===== config.mk =====
export PLATFORM = sky130hd
export DESIGN_NAME = debug_sender
export DESIGN_NICKNAME = d
export VERILOG_FILES = /design/src/rtl/debug_sender.sv
export SDC_FILE = /design/constraint.sdc
export NUM_CORES = 1
export LEC_CHECK = 0
export BUFFER_PORTS_ARGS = -buffer_cell sky130_fd_sc_hd__buf_2
export CELL_PAD_IN_SITES_DETAIL_PLACEMENT = 1
export CELL_PAD_IN_SITES_GLOBAL_PLACEMENT = 2
export CORE_MARGIN = 2
export CORE_UTILIZATION = 30
export CTS_CLUSTER_SIZE = 20
export DETAILED_ROUTE_END_ITERATION = 8
export MAX_ROUTING_LAYER = met4
export PLACE_DENSITY = 0.8
export SYNTH_ARGS = -nofsm -noshare
export SYNTH_HDL_FRONTEND = slang
export SYNTH_SLANG_ARGS = --single-unit

===== constraint.sdc =====
create_clock -name clk -period 2.8 [get_ports clk]
set_input_delay 0.14 -clock clk [delete_from_list [all_inputs] [get_ports clk]]
set_output_delay 0.14 -clock clk [all_outputs]
set_load 0.02 [all_outputs]

===== src/rtl/debug_sender.sv =====
// Streams a debug snapshot (PC, cycle count, register file, data memory) out of a
// byte-wide UART, each word least-significant byte first, one byte per tx_done handshake.
module debug_sender #(
    parameter int LEN_DATA = 8,
    parameter int LEN      = 32,
    parameter int N_REGS   = 32,
    parameter int N_MEM    = 32
) (
    input  logic                clk,
    input  logic                reset,
    input  logic                start,
    input  logic [LEN-1:0]      pc_in,
    input  logic [LEN-1:0]      cycles_in,
    output logic [4:0]          reg_addr,
    input  logic [LEN-1:0]      reg_data,
    output logic [7:0]          mem_addr,
    input  logic [LEN-1:0]      mem_data,
    input  logic                tx_done,
    output logic                tx_start,
    output logic [LEN_DATA-1:0] tx_data,
    output logic                busy,
    output logic                done
);
    localparam int W      = 2 + N_REGS + N_MEM;
    localparam int WIDX_W = $clog2(W);
    localparam logic [WIDX_W-1:0] REG_LO  = WIDX_W'(2);
    localparam logic [WIDX_W-1:0] REG_END = WIDX_W'(2 + N_REGS);
    localparam logic [WIDX_W-1:0] LAST    = WIDX_W'(W - 1);

    typedef enum logic [2:0] {IDLE, ADDR, LATCH, SEND, WAIT} state_t;

    state_t            state_q, state_d;
    logic [WIDX_W-1:0] word_idx_q, word_idx_d;
    logic [1:0]        byte_idx_q, byte_idx_d;
    logic [LEN-1:0]    shift_q, shift_d;
    logic [LEN-1:0]    pc_sh_q, pc_sh_d;
    logic [LEN-1:0]    cyc_sh_q, cyc_sh_d;
    logic              done_q, done_d;
    logic              in_reg, in_mem;

    // Read addresses follow word_idx directly so a synchronous source has the ADDR cycle to respond.
    always_comb begin
        in_reg   = (word_idx_q >= REG_LO) && (word_idx_q < REG_END);
        in_mem   = (word_idx_q >= REG_END);
        reg_addr = in_reg ? 5'(word_idx_q - REG_LO) : 5'd0;
        mem_addr = in_mem ? 8'(word_idx_q - REG_END) : 8'd0;
    end

    always_comb begin
        state_d    = state_q;
        word_idx_d = word_idx_q;
        byte_idx_d = byte_idx_q;
        shift_d    = shift_q;
        pc_sh_d    = pc_sh_q;
        cyc_sh_d   = cyc_sh_q;
        done_d     = 1'b0;
        case (state_q)
            IDLE: begin
                if (start) begin
                    pc_sh_d    = pc_in;
                    cyc_sh_d   = cycles_in;
                    word_idx_d = '0;
                    state_d    = ADDR;
                end
            end
            ADDR:  state_d = LATCH;
            LATCH: begin
                if (word_idx_q == '0)               shift_d = pc_sh_q;
                else if (word_idx_q == WIDX_W'(1))  shift_d = cyc_sh_q;
                else if (in_reg)                    shift_d = reg_data;
                else                                shift_d = mem_data;
                byte_idx_d = 2'd0;
                state_d    = SEND;
            end
            SEND:  state_d = WAIT;
            WAIT: begin
                if (tx_done) begin
                    if (byte_idx_q != 2'd3) begin
                        shift_d    = shift_q >> LEN_DATA;
                        byte_idx_d = byte_idx_q + 2'd1;
                        state_d    = SEND;
                    end else if (word_idx_q != LAST) begin
                        word_idx_d = word_idx_q + WIDX_W'(1);
                        state_d    = ADDR;
                    end else begin
                        done_d  = 1'b1;
                        state_d = IDLE;
                    end
                end
            end
            default: state_d = IDLE;
        endcase
    end

    always_ff @(posedge clk) begin
        if (reset) begin
            state_q    <= IDLE;
            word_idx_q <= '0;
            byte_idx_q <= '0;
            shift_q    <= '0;
            pc_sh_q    <= '0;
            cyc_sh_q   <= '0;
            done_q     <= 1'b0;
        end else begin
            state_q    <= state_d;
            word_idx_q <= word_idx_d;
            byte_idx_q <= byte_idx_d;
            shift_q    <= shift_d;
            pc_sh_q    <= pc_sh_d;
            cyc_sh_q   <= cyc_sh_d;
            done_q     <= done_d;
        end
    end

    assign tx_start = (state_q == SEND);
    assign tx_data  = shift_q[LEN_DATA-1:0];
    assign busy     = (state_q != IDLE);
    assign done     = done_q;

endmodule


==> results of run 1 <==
## through the flow
| step | instance area, sq um | utilization [%] | std cells |
|---|---|---|---|
| final | 7460 | 36.8 | 1157 |
| after global routing | 7460 | 36.8 | 1157 |
| after CTS | 7460 | 36.8 | 1157 |
| after detailed placement | 7170 | 35.3 | 1140 |
| after global placement | 7170 | 35.3 | 1140 |
| after floorplan | 6220 | - | 776 |
## power groups by stage
stage	clock network [mW]	logic [mW]	registers, mW
after detailed placement	0	0.573	1.74
after floorplan	0	0.350	1.71
final	1.27	0.567	1.71
after global routing	1.37	0.637	1.72
after global placement	0	0.568	1.74
after CTS	1.30	0.577	1.71
## cell usage after synthesis (2+ instances only)
cell type and number:
a211oi_1 2, a21boi_0 26, a21o_1 3, a21oi_1 68
a221o_1 24, a221oi_1 7, a221oi_2 17, a22oi_1 31
and2_1 2, and3_1 2, buf_1 5, buf_2 11
buf_4 8, buf_6 2, buf_8 2, clkbuf_1 52
dfxtp_1 109, ha_1 8, inv_1 9, mux2i_1 33
nand2_1 175, nand2b_1 29, nand3_1 2, nor2_1 27
nor2b_1 5, nor3_1 10, nor4bb_1 2, o2111ai_1 3
o21ai_0 14, o21ai_1 20, o21bai_1 25, o31ai_1 8
o32a_1 2, or2_2 3, or3_1 4, xnor2_1 7
## registers in the layout, indices dropped and copies added, names as in the netlist
name and count:
byte_idx_q 2, cyc_sh_q 32, done 1, pc_sh_q 32
shift_q 32, state_q 3, word_idx_q 7
## cell families (layout without fill, tap and decap cells)
kind of cell,count (synthesis),in the layout
AO/OA/AOI/OAI,260,260
XOR/XNOR,7,7
buffers and inverters,89,200
flip-flops,109,109
adder cells (fa/ha/maj),8,8
AND/OR/NAND/NOR,270,270
multiplexers,33,33
## final timing paths
path	startpoint	to	slack [ps]	cells after the start
min	cycles_in[18]	cyc_sh_q[18]	10	3
max reg2reg	word_idx_q[1]	shift_q[24]	300	5
max	word_idx_q[1]	reg_addr[0]	120	5
min reg2reg	cyc_sh_q[17]	cyc_sh_q[17]	450	2
## metal layers
layer  wire length [microns]  up-vias
met3                    1200       19
li1                        -     2972
met4                     307        0
met1                   11300     2857
met2                    8890      182
met5                       0        -
## area by class of cell
class	instances	share of cell area, %
clock buffer	11	3.25
multi-input combinational	578	49.1
inverter	9	0.453
tap	270	4.53
sequential	109	29.2
clock inverter	5	0.469
timing repair buffer	175	13.0
## worst max-delay path, stage by stage (launching register included)
cell	delay, ps
dfxtp_1	590
ha_1	220
or3b_1	390
a211o_4	590
nor2_1	200
buf_2	190
## what timing repair did
| action | in CTS | in global routing |
|---|---|---|
| hold endpoints to repair | 1 | 0 |
| hold buffers | 1 | 0 |
| gates resized for setup | 1 | 0 |
| endpoints found under the setup margin | 5 | 0 |
## cells in the final DEF (no fill, tap or decap), types with 4 or more instances in the layout
master	n
dfxtp_1	109
or3_1	4
a21oi_1	68
inv_1	9
clkbuf_16	9
nor2_1	26
a221o_1	24
a22oi_1	31
nand2_1	174
nand2b_1	29
o31ai_1	8
nor3_1	10
a221oi_1	7
o21bai_1	25
buf_2	154
ha_1	7
nor2b_1	5
xnor2_1	7
mux2i_1	33
o21ai_1	20
a221oi_2	17
buf_4	17
a21boi_0	26
o21ai_0	14
==> metrics.md, run 1 <==
| Metric | Value |
|---|---|
| Ys Warns | 0 |
| Die height | roughly 150 microns |
| Crit path DAT | about 2500 ps |
| Endpoints failing setup | 0 |
| Highest clock rate | roughly 0.37 GHz |
| # fillers | about 2500 |
| Setup TNS | 0 ps |
| DR WL/cell | about 19 microns |
| Compound-Gate Fraction of Synth Area | 30.8% |
| Min-Delay Path Class | input pin to register |
| Part of the power in registers | 48.1% |
| Syn Area/Cell | between 8 and 9 sq um |
| Vias per inst | about 5.2 |
| Worst skew pair latency | roughly 360 ps |
| Sw Ratio | a little under 30% |
| Pint | around 2.5 mW |
| Initial antenna violation count | 0 |
| Final min period | roughly 2700 ps |
| Max FO, Critical Path | 37 |
| Final hold violation count | 0 |
| Clk_skew | approximately 8.5 ps |
| Total number of vias | approximately 6000 |
| Pre-CTS setup slack | roughly 190 ps |
| All-Layer GR Usage | between 20 and 25% |
| Total chip power | approximately 3.5 mW |
| FF/Latch Area | around 2200 sq um |
| Synth top area cells | dfxtp_1 35%, nand2_1 11%, a21oi_1 5.5% |
| First-pass GRT wire length | roughly 34 mm |
| Ant diodes | 0 |
| Port Buffers | between 150 and 200 |
| Synth Area in Adders | around 1.6% |
| Core ar. | slightly above 20000 sq um |
| TritonCTS buffer count | 9 |
| Critical path class | register to output pin |
| Die width | roughly 150 microns |
| Synth top area share | 35.1% |
| Worst Tran Pin Value | between 800 and 900 ps |
| M1 GR Usage | 30.8% |
| Top_reg_cell synth | dfxtp_1 |
| Routed WL | around 22 mm |
| Largest net degree at the start of global routing | 65 |
| Leakage power | between 2 and 3 nW |
| Detailed-route DRC error count | 0 |
| Final nets | around 1000 |
| Final ANT Viol Nets | 0 |
| Largest family of logic cells by synthesized area | compound AO/OA/AOI/OAI gates |
| Worst endpoint required time | roughly 2700 ps |
| Detailed Route Iter0 Violations | 400 |
| Layout area overhead | 19.9% |
| CTS tree | yes |
| Vias in the first global route | between 5000 and 6000 |
| Fin Hold WS | roughly 12 ps |
| Max-cap viol count | 0 |
| Gpl congestion | roughly 0.83 |
| Post-synthesis instance area | around 6200 sq um |
| Tcrit/Tclk final | a little over nine tenths |
| Setup crit end kind | output pin |
| Max IR drop VDD | 0.000299 V |
| Multi-input logic area | ~3700 sq um |
| Reg clk slew, reported paths | 80 ps |
| Postcts setup bufs | 0 |
| Register area share after synthesis | about a third |
| Sw power | 1.05 mW |
| Final Slew Violations | 0 |
| Critical Path Source Type | register |
| Clock Path Buffers | 2 |
| First-pass DRT Iterations | 5 |
| Setup WS post-layout | 119 ps |
| Mux cell area share after synthesis | 5.31% |
| Syn nets | just over 900 |
| Post-synth EDFFs | 0 |
| Simple-gate share of the synthesized area | 19.6% |
| Status | complete, no violations |
| Met2 Use GR | between 20% and 30% |
| #FFs+latches synth | between 100 and 150 |
| Clock Power Share | 35.8% |
| Count of cell types in the netlist | 55 |
| Leading area contributor after synthesis | dfxtp_1 |
| GRT busiest layer | met1 |
| Starting Density | between 30% and 40% |
| Combinational power share | between 10% and 20% |
| Hpwl dp | ~15 mm |
| Layout cells sized above 1 | approximately a quarter |
| Clock net sink count | 109 |
| Power per cell area | about 470 nW/um^2 |
| Root buffer cell | clkbuf_16 |
| Die area | around 22000 sq um |
| Global route overflow | 0 |
| I/O pin count | about 160 |
| Grt met3 use | about 2.6% |
| Gate Count Post-Synth | about 780 |
| Unrepaired setup endpoints after global routing | no |
| H-tree depth | 3 |
| Rows | 52 |
| Worst rel slew slack | between 40% and 50% |
| Post-synth ARST share | 0% |
| XOR/XNOR Fraction of Synth Area | 0.985% |
(Power assumes the default switching activity.)
==> inputs of run 2 (changes only) <==
==> config.mk (replaced) <==
export PLATFORM = sky130hd
export DESIGN_NAME = debug_sender
export DESIGN_NICKNAME = d
export VERILOG_FILES = /design/src/rtl/debug_sender.sv
export SDC_FILE = /design/constraint.sdc
export NUM_CORES = 1
export LEC_CHECK = 0
export CELL_PAD_IN_SITES_DETAIL_PLACEMENT = 1
export CELL_PAD_IN_SITES_GLOBAL_PLACEMENT = 2
export CORE_MARGIN = 2
export CORE_UTILIZATION = 30
export CTS_CLUSTER_SIZE = 20
export DETAILED_ROUTE_END_ITERATION = 8
export DONT_BUFFER_PORTS = 1
export MAX_ROUTING_LAYER = met4
export PLACE_DENSITY = 0.69
export SYNTH_ARGS = -nofsm -noshare
export SYNTH_HDL_FRONTEND = slang
export SYNTH_SLANG_ARGS = --single-unit
==> metrics.md, run 2 (synthesized netlist as in run 1, its figures left out) <==
| Metric | Value |
|---|---|
| Endpoints failing setup | 0 |
| Most common cell after layout, fill and taps aside | nand2_1 |
| Rows | 52 |
| R2R setup slack | around 400 ps |
| Detailed-route DRC error count | 0 |
| Commonest non-fill, non-tap cells in the layout | 174 x nand2_1, 109 x dfxtp_1, 87 x dlygate4sd3_1 |
| Layout area overhead | 21.8% |
| Clk_skew | 7.10 ps |
| Worst Tran Pin Value | ~780 ps |
| Critical path's slowest cell | dfxtp_1 |
| Die height | roughly 150 microns |
| DR WL/cell | between 20 and 25 microns |
| Max IR drop VDD | roughly 0.00025 V |
| Worst endpoint required time | approximately 2700 ps |
| Max FO, Critical Path | 15 |
| Gpl congestion | about 0.85 |
| Highest clock rate | just under 0.4 GHz |
| Final ANT Viol Nets | 0 |
| Core ar. | just over 20000 sq um |
| Worst skew pair latency | between 300 and 400 ps |
| TritonCTS buffer count | 9 |
| Total number of vias | approximately 6000 |
| Worst rel slew slack | between 40% and 50% |
| Clock Path Buffers | 2 |
| First-pass DRT Iterations | 4 |
| Global route overflow | 0 |
| Critical path cell sequence | ha_1 > or3b_1 > a211o_2 > nor2_1 |
| Layout cells sized above 1 | between 8 and 9% |
| Final hold violation count | 0 |
| Status | complete, no violations |
| Root buffer cell | clkbuf_16 |
| Power per cell area | 467 nW/um^2 |
| Detailed Route Iter0 Violations | approximately 340 |
| Max-cap viol count | 0 |
| Crit path DAT | between 2000 and 2500 ps |
| Final min period | roughly 2600 ps |
| Unrepaired setup endpoints after global routing | no |
| Top flop regs | cyc_sh_q: 32 flops, pc_sh_q: 32 flops, shift_q: 32 flops |
| All-Layer GR Usage | 21.4% |
| Pre-CTS setup slack | about 420 ps |
| I/O pin count | 156 |
| Critical path class | register to output pin |
| CP max stage delay | about 520 ps |
| Setup TNS | 0 ps |
| Die area | 21900 sq um |
| H-tree depth | 3 |
| Initial antenna violation count | 5 |
| Starting Density | 30.7% |
| Tcrit/Tclk final | 91.6% |
| Reg clk slew, reported paths | 80 ps |
| First-pass GRT wire length | 35.8 mm |
| Vias in the first global route | about 6400 |
| PostCTS Resize Cnt | 0 |
| Clock net sink count | 109 |
| CTS tree | yes |
| Die width | 148 microns |
| Setup WS post-layout | approximately 230 ps |
| Routed WL | between 20 and 25 mm |
| Hpwl dp | 15.5 mm |
| Final nets | 954 |
| Final Slew Violations | 0 |
| Port Buffers | 0 |
| Setup crit end kind | output pin |
| Largest net degree at the start of global routing | between 90 and 100 |
| Critical Path Source Type | register |
| Leakage power | between 2 and 3 nW |
| Min-Delay Path Class | input pin to register |
| Vias per inst | roughly 5.4 |
## run 2: per-layer routing
layer,global-route usage (%),wire length (microns),up-vias
li1,-,-,2854
met1,26.5,10100,2896
met2,35.3,11200,159
met3,5.12,1260,21
met4,5.10,308,0
met5,-,0,-
## run 2: what timing repair did
item | CTS | global route
hold buffers | 88 | 0
buffers inserted | 0 | 0
hold endpoints to repair | 98 | 0
## run 2: final cells by class
cell class	instances	area, sq um
Clock inverter	7	58.8
Timing Repair Buffer	107	1070
Inverter	9	33.8
Sequential cell	109	2180
Antenna cell	5	12.5
Clock buffer	9	225
Fill cell	2424	12700
Tap cell	270	338
Multi-Input combinational cell	578	3660
## run 2: path summary, 6_finish.rpt
kind	from	endpoint	cells after the start
worst max-delay path	word_idx_q[1]	reg_addr[0]	4
worst min register to register	cyc_sh_q[26]	cyc_sh_q[26]	2
worst max register to register	word_idx_q[1]	shift_q[11]	6
worst min-delay path	mem_data[1]	shift_q[1]	2
## run 2: per-stage QoR
| stage | cell area [sq um] | instances | total power [mW] | hold slack [ps] | utilization (%) |
|---|---|---|---|---|---|
| floorplan | 6220 | 776 | 2.06 | 276 | - |
| global placement | 6390 | 985 | 2.15 | 221 | 31.5 |
| detailed placement | 6390 | 985 | 2.17 | 226 | 31.5 |
| CTS | 7570 | 1089 | 3.59 | 1.38 | 37.3 |
| global route | 7580 | 1094 | 3.72 | 9.24 | 37.3 |
| finish | 7580 | 1094 | 3.54 | 13.6 | 37.3 |
## run 2: worst max-delay path, delay by kind of cell, from the launching register on
kind,cells,cell delay [ps]
and+or+nand+nor,2,820
DFF,1,520
AOI/OAI and AO/OA,1,520
adders and majority gates,1,210
## run 2: power breakdown
group	internal, mW	switching, mW	total [mW]
Clock	0.620	0.657	1.28
Sequential	1.64	0.0786	1.72
Combinational	0.231	0.312	0.543
Total	2.49	1.05	3.54
